--- src/rtl/mem_bus_arbiter.sv ---
// Two-port arbiter sharing a 256x16 RAM and LED/switch I/O through an IDLE/ACCESS/DONE sequencer.
// Optional build macro MEM_BUS_ARB_FIXED_PRIO_EN: port 0 always wins simultaneous requests.
module mem_bus_arbiter #(
  parameter int AW  = 9,
  parameter int DW  = 16,
  parameter int RAW = 8
) (
  input  logic           clk_i,
  input  logic           reset_i,
  input  logic           req0_i,
  input  logic           req1_i,
  input  logic [1:0]     cmd0_i,
  input  logic [1:0]     cmd1_i,
  input  logic [AW-1:0]  addr0_i,
  input  logic [AW-1:0]  addr1_i,
  input  logic [DW-1:0]  wdata0_i,
  input  logic [DW-1:0]  wdata1_i,
  output logic           gnt0_o,
  output logic           gnt1_o,
  output logic           done0_o,
  output logic           done1_o,
  output logic [DW-1:0]  rdata_o,
  output logic [RAW-1:0] ram_addr_o,
  output logic           ram_write_o,
  output logic [DW-1:0]  ram_din_o,
  input  logic [DW-1:0]  ram_dout_i,
  input  logic [7:0]     sw_i,
  output logic [7:0]     ledr_o
);

  localparam logic [1:0]    MREAD    = 2'b01;
  localparam logic [1:0]    MWRITE   = 2'b10;
  localparam logic [AW-1:0] LED_ADDR = AW'(9'h100);
  localparam logic [AW-1:0] SW_ADDR  = AW'(9'h140);

  typedef enum logic [1:0] {
    IDLE   = 2'b00,
    ACCESS = 2'b01,
    DONE   = 2'b10
  } state_t;

  state_t         state_q;
  logic           winner_q;
  logic           write_q;
  logic [AW-1:0]  addr_q;
  logic           gnt0_q;
  logic           gnt1_q;
  logic           done0_q;
  logic           done1_q;
  logic [DW-1:0]  rdata_q;
  logic [RAW-1:0] ram_addr_q;
  logic           ram_write_q;
  logic [DW-1:0]  ram_din_q;
  logic [7:0]     ledr_q;
`ifndef MEM_BUS_ARB_FIXED_PRIO_EN
  logic           rr_last_q;
`endif

  logic           valid0_d;
  logic           valid1_d;
  logic           grant_d;
  logic           port_d;
  logic [1:0]     sel_cmd_d;
  logic [AW-1:0]  sel_addr_d;
  logic [DW-1:0]  sel_wdata_d;

  // Source mux for the data returned on a completed access; writes always return zero.
  function automatic logic [DW-1:0] read_mux(
    input logic           is_write,
    input logic [AW-1:0]  addr,
    input logic [DW-1:0]  dout,
    input logic [7:0]     sw,
    input logic [7:0]     led
  );
    logic [DW-1:0] res;
    if (is_write) begin
      res = {DW{1'b0}};
    end else if (!addr[AW-1]) begin
      res = dout;
    end else if (addr == SW_ADDR) begin
      res = {{(DW-8){1'b0}}, sw};
    end else if (addr == LED_ADDR) begin
      res = {{(DW-8){1'b0}}, led};
    end else begin
      res = {DW{1'b0}};
    end
    return res;
  endfunction

  // Request qualification and winner selection.
  always_comb begin
    valid0_d = req0_i && ((cmd0_i == MREAD) || (cmd0_i == MWRITE));
    valid1_d = req1_i && ((cmd1_i == MREAD) || (cmd1_i == MWRITE));
    grant_d  = valid0_d | valid1_d;
`ifdef MEM_BUS_ARB_FIXED_PRIO_EN
    port_d   = ~valid0_d;
`else
    if (valid0_d && valid1_d) begin
      port_d = ~rr_last_q;
    end else if (valid1_d) begin
      port_d = 1'b1;
    end else begin
      port_d = 1'b0;
    end
`endif
  end

  // Route the winning requester's command, address and data.
  always_comb begin
    if (port_d) begin
      sel_cmd_d   = cmd1_i;
      sel_addr_d  = addr1_i;
      sel_wdata_d = wdata1_i;
    end else begin
      sel_cmd_d   = cmd0_i;
      sel_addr_d  = addr0_i;
      sel_wdata_d = wdata0_i;
    end
  end

  // Access sequencer with all outputs registered.
  always_ff @(posedge clk_i or posedge reset_i) begin
    if (reset_i) begin
      state_q     <= IDLE;
      winner_q    <= 1'b0;
      write_q     <= 1'b0;
      addr_q      <= {AW{1'b0}};
      gnt0_q      <= 1'b0;
      gnt1_q      <= 1'b0;
      done0_q     <= 1'b0;
      done1_q     <= 1'b0;
      rdata_q     <= {DW{1'b0}};
      ram_addr_q  <= {RAW{1'b0}};
      ram_write_q <= 1'b0;
      ram_din_q   <= {DW{1'b0}};
      ledr_q      <= 8'h00;
`ifndef MEM_BUS_ARB_FIXED_PRIO_EN
      rr_last_q   <= 1'b1;
`endif
    end else begin
      gnt0_q  <= 1'b0;
      gnt1_q  <= 1'b0;
      done0_q <= 1'b0;
      done1_q <= 1'b0;
      rdata_q <= {DW{1'b0}};
      case (state_q)
        IDLE: begin
          if (grant_d) begin
            state_q     <= ACCESS;
            winner_q    <= port_d;
            gnt0_q      <= ~port_d;
            gnt1_q      <= port_d;
            write_q     <= (sel_cmd_d == MWRITE);
            addr_q      <= sel_addr_d;
            ram_addr_q  <= sel_addr_d[RAW-1:0];
            ram_din_q   <= sel_wdata_d;
            ram_write_q <= (sel_cmd_d == MWRITE) && !sel_addr_d[AW-1];
          end else begin
            state_q <= IDLE;
          end
        end
        ACCESS: begin
          // The RAM commits the write on this edge, so the enable drops here.
          ram_write_q <= 1'b0;
          if (write_q && (addr_q == LED_ADDR)) begin
            ledr_q <= ram_din_q[7:0];
          end else begin
            ledr_q <= ledr_q;
          end
          state_q <= DONE;
        end
        DONE: begin
          done0_q <= ~winner_q;
          done1_q <= winner_q;
          rdata_q <= read_mux(write_q, addr_q, ram_dout_i, sw_i, ledr_q);
`ifndef MEM_BUS_ARB_FIXED_PRIO_EN
          rr_last_q <= winner_q;
`endif
          state_q <= IDLE;
        end
        default: begin
          state_q <= IDLE;
        end
      endcase
    end
  end

  assign gnt0_o      = gnt0_q;
  assign gnt1_o      = gnt1_q;
  assign done0_o     = done0_q;
  assign done1_o     = done1_q;
  assign rdata_o     = rdata_q;
  assign ram_addr_o  = ram_addr_q;
  assign ram_write_o = ram_write_q;
  assign ram_din_o   = ram_din_q;
  assign ledr_o      = ledr_q;

endmodule

--- config.mk ---
export PLATFORM = sky130hd
export DESIGN_NAME = mem_bus_arbiter
export DESIGN_NICKNAME = d
export VERILOG_FILES = /design/src/rtl/mem_bus_arbiter.sv
export SDC_FILE = /design/constraint.sdc
export NUM_CORES = 1
export LEC_CHECK = 0
export BUFFER_PORTS_ARGS = -buffer_cell sky130_fd_sc_hd__buf_4
export CAP_MARGIN = 40
export CORE_ASPECT_RATIO = 2
export CORE_UTILIZATION = 45
export CTS_CLUSTER_DIAMETER = 30
export DETAILED_ROUTE_END_ITERATION = 10
export HOLD_SLACK_MARGIN = 0.08
export PLACE_DENSITY = 0.79
export SYNTH_ARGS = -nofsm -noshare
export SYNTH_HDL_FRONTEND = slang
export SYNTH_SLANG_ARGS = --single-unit
--- constraint.sdc ---
create_clock -name clk_i -period 1.8 [get_ports clk_i]
set_input_delay 0.09 -clock clk_i [delete_from_list [all_inputs] [get_ports clk_i]]
set_output_delay 0.09 -clock clk_i [all_outputs]
set_load 0.01 [all_outputs]
### Yosys cells after proc, flatten, opt, wreduce, memory -nomap -nowiden

Index checks and enable logic that the tools add are counted.

* equality and inequality tests: 10
* muxes and demuxes: 20
* bitwise gates (word level): 4
* reduce and logical (&&, ||, !) cells: 13

Operators by type and width (number)
* 2-to-1 mux 16 bit: 4
* equality test 9 bit (second input constant): 2
* 2-to-1 mux 8 bit: 2
* 2-to-1 mux 1 bit: 10
* 2-to-1 mux 9 bit: 1
* equality test 2 bit (second input constant): 4
* equality test 2 x 1 -> 1 bit (second input constant): 3
* AND reduction 2 bit: 3
* logical AND 1 bit: 5
* case mux 2 bit (2 select lines): 1
* NOT 1 bit: 3
* logical NOT 2 bit: 1
* logical OR 1 bit: 2
* 2-to-1 mux 2 bit: 1
* != test 2 bit (second input constant): 1
* case mux 1 bit (2 select lines): 1
* nonzero test 2 bit: 1
* logical NOT 1 bit: 1
* OR 1 bit: 1

* input port bits: 82
* bits in registers: 67
* output and inout port bits: 53
* logic and storage cells: 61

### Depth between registers and ports, before layout

* word-level depth: 10
* gate-level depth with buffers: 5
* mapped depth without buffers: 5

### Worst setup path before layout

No wires, ideal clock.

* path kind: reg2reg
* start point: reg addr_q[3]
* end point: reg ledr_q[0], in the netlist ledr_o[0]
* path buffers: 1
* library setup time: 0.125 ns
* stages on the path, launching flop included: 6
* path slack: 0.290 ns
* data arrival time: 1.385 ns
* period minus slack after synthesis: 1.510 ns
* cell sequence: dfrtp_1 > nor4_1 > and4b_1 > buf_6 > nand4b_4 > mux2_2

* longest elaborated chain between the ends: 3

RTL lines
* start, declared: RTL line 45 `logic [AW-1:0] addr_q;`
* start signal, assigned: RTL line 127 `addr_q <= {AW{1'b0}};`
* start signal, assigned: RTL line 154 `addr_q <= sel_addr_d;`
* equality test 9 bit: RTL line 165 `if (write_q && (addr_q == LED_ADDR)) begin`
* logical AND 1 bit: RTL line 165
* AND reduction 2 bit (no line)
* end signal, assigned: RTL line 166 `ledr_q <= ram_din_q[7:0];`
* end signal, assigned: RTL line 168 `ledr_q <= ledr_q;`
* end, declared: RTL line 54 `logic [7:0] ledr_q;`

Every way passes these cells.
A chain may end at the register's enable or synchronous reset.

### Worst setup path in the final report

* start point: reg rr_last_q
* end point: reg ram_din_q[8], in the netlist ram_din_o[8]

* longest elaborated chain between the ends: 3

RTL lines
* start, declared: RTL line 56 `logic rr_last_q;`
* start signal, assigned: RTL line 177 `rr_last_q <= winner_q;`
* NOT 1 bit: RTL line 99 `port_d = ~rr_last_q;`
* 2-to-1 mux 1 bit: RTL line 98 `if (valid0_d && valid1_d) begin`
* 2-to-1 mux 16 bit: RTL line 110 `if (port_d) begin`
* end signal, assigned: RTL line 135 `ram_din_q <= {DW{1'b0}};`
* end signal, assigned: RTL line 156 `ram_din_q <= sel_wdata_d;`
* end, declared: RTL line 53 `logic [DW-1:0] ram_din_q;`

Every way passes these cells.

==> results.json <==
{
  "place_congestion": 0.855,
  "synth-seq-area-share": 0.552,
  "cpLargestDelayFamily": "flip-flops",
  "finalMaxSlewViolations": 0,
  "initial_core_util": 0.469,
  "num_rows": 39,
  "crit_required_ns": 1.99,
  "grt_max_degree": 60,
  "netlist_instances": 236,
  "grt_pass1_wl_mm": 14.1,
  "syn_to_final_growth_pct": 70.5,
  "timing.fmax_mhz": 605,
  "report.final.hold_viol_count": 0,
  "drive_gt1_frac": 0.421,
  "die-area_mm2": 0.00628,
  "cts_tree": "built",
  "powerDensity_mw_per_mm2": 1280,
  "cts_resized": 0,
  "cts-root-buf": "clkbuf_16",
  "ys_warn_count": 0,
  "portBuffers": 134,
  "ys_ff_latch": 59,
  "final_nets": 500,
  "clkTransAtPathRegs_ns": 0.05,
  "wl_mm": 8.90,
  "syn_avg_cell_area_um2": 11.3,
  "cts_inserted_buffers": 9,
  "pin_count": 135,
  "ys_types": 30,
  "synth_top_area_share": 0.543,
  "htree_levels": 3,
  "design.core.area_mm2": 0.00571,
  "synth_edf_count": 0,
  "diodes": 0,
  "post-route-period-util": 0.918,
  "drcViolationCount": 0,
  "clockBufferDepth": 2,
  "place_ws_ns": 0.235,
  "crit_path_max_incr_delay_ns": 0.52,
  "vias_per_cell": 5.25,
  "path_buf_inv": 1,
  "syn_area_mm2": 0.00268,
  "num_vias": 2540,
  "die_w_um": 56.5,
  "path_cells": "nand2_1 > o211ai_4 > buf_12 > mux2i_1 > o21ai_0",
  "hold_class": "input port to flip-flop",
  "worst_pin_slew_ns": 0.467,
  "grt_util_all_layers": 0.303,
  "crit_arrival_ns": 1.84,
  "ir_drop_mv": 1.23,
  "multi_input_area_mm2": 0.00107,
  "yosys.area.top_type": "dfrtp_1",
  "worstSetupPathType": "flip-flop to flip-flop",
  "cts_setup_buffers": 0,
  "crit_fanout": 31,
  "crit_path_end_kind": "flip-flop",
  "die_h_um": 111,
  "worst_slack_ns": 0.148,
  "final.min_clock_period_ns": 1.65,
  "dpl.hpwl_mm": 4.91,
  "cap_viol_max_count": 0,
  "maxSlewHeadroom": 0.688,
  "cts.sinks": 59,
  "setup_violations": 0,
  "synthTopCellsByArea": "dfrtp_1, mux2i_1, mux2_2",
  "grt_setup_unrepaired": "no",
  "async_flop_share": 1.00,
  "avgRoutedWirePerCell_um": 18.4,
  "outcome": "complete, no violations",
  "ys.flop_type": "dfrtp_1",
  "fillers": 338,
  "postLayoutCoreUtil": 0.799,
  "firstDrtPassIters": 4,
  "antenna_found_initial": 0,
  "tns_ns": 0,
  "syn_nets": 318,
  "postRouteAntennaNets": 0,
  "seq_area_mm2": 0.00148,
  "skew_ns": 0.00319,
  "leakage_nw": 2.42,
  "drtIter0Drc": 85,
  "start_kind": "flip-flop",
  "clkLatencyLatePin_ns": 0.33,
  "grt_pass1_vias": 2953,
  "overflow": 0,
  "crit_slowest_cell": "dfstp_2"
}
==> placed cells by master, fill, tap and decap left out, drive strengths merged, types with 8 or more instances in the layout <==
| cell | instances |
|---|---|
| dfrtp | 58 |
| a21oi | 8 |
| nand2 | 27 |
| mux2 | 17 |
| nor2b | 11 |
| dlygate4sd3 | 51 |
| nor2 | 13 |
| o21ai | 26 |
| mux2i | 25 |
| buf | 140 |
| clkbuf | 12 |
| and2 | 10 |
==> kinds of logic (layout without fill, tap and decap cells) <==
| group | count (synthesis) | after routing | share of synthesized area |
|---|---|---|---|
| flops | 59 | 59 | 0.552 |
| compound gates | 39 | 39 | 0.0828 |
| buf+inv | 22 | 209 | 0.0505 |
| mux | 42 | 42 | 0.165 |
| xor+xnor | 3 | 3 | 0.00982 |
| simple gates | 71 | 71 | 0.139 |
==> area by class of cell <==
class | count | area share
Clock inverter | 4 | 0.0159
Multi-Input combinational cell | 155 | 0.235
Sequential cell | 59 | 0.324
Clock buffer | 12 | 0.0562
Inverter | 2 | 0.00165
Timing Repair Buffer | 191 | 0.351
Tap cell | 61 | 0.0167
==> worst register-to-register path: stages, from the launching register on <==
cell and delay [ns]:
dfstp_2 0.52, nand2_1 0.09, o211ai_4 0.19, buf_12 0.25, mux2i_1 0.32, o21ai_0 0.15
==> path summary, 6_finish.rpt <==
path	from	to	slack (ns)	depth (start not counted)
min	cmd0_i[0]	ram_write_o$_DFFE_PP0P_	0.09	4
max	rr_last_q$_DFFE_PP1P_	ram_din_o[8]$_DFFE_PP0P_	0.15	5
min reg2reg	winner_q$_DFFE_PP0P_	done0_o$_DFF_PP0_	0.48	1
min in group asynchronous	reset_i	gnt1_o$_DFF_PP0_	0.38	4
max reg2reg	rr_last_q$_DFFE_PP1P_	ram_din_o[8]$_DFFE_PP0P_	0.15	5
max in group asynchronous	reset_i	rr_last_q$_DFFE_PP1P_	1.14	4
==> synthesized netlist by cell type, types with 3 or more instances <==
cell type  instances
nand2_1           27
nor2b_1           11
and2_1            10
mux2i_1           25
mux2_2            17
o21ai_0           23
clkbuf_1           7
dfrtp_1           58
a21oi_1            8
nor2_1            13
o21ai_1            3
buf_4             12
==> report_power, final <==
group,internal [W],switching (W)
sequential,0.00171,0.000336
combinational,0.000988,0.000907
clock,0.00128,0.000601
==> per-stage QoR <==
step	std cells	instance area, um2	hold WS (ns)	power [W]
after global placement	417	3720	0.170	0.00369
after floorplan	236	2680	0.219	0.00294
final	484	4560	0.0876	0.00583
after CTS	484	4560	0.0846	0.00571
after global routing	484	4560	0.103	0.00607
after detailed placement	417	3720	0.184	0.00375
==> state kept, by name, summed over array words and instances, names as in the netlist, 2 cells and up <==
signal     cells
ram_din_o     16
rdata_o       16
addr_q         9
ledr_o         8
state_q        2
==> repair_timing <==
item                                    in CTS  in global routing
hold buffers                                51                  0
endpoints found under the setup margin       0                  0
hold endpoints to repair                    88                  0
==> per-layer routing <==
layer	track usage	part of all wire
met1	0.264	0.31
met2	0.578	0.58
met3	0.0805	0.048
met4	0.177	0.058
met5	0	0
Note: power is estimated with default switching activity, not from simulation.
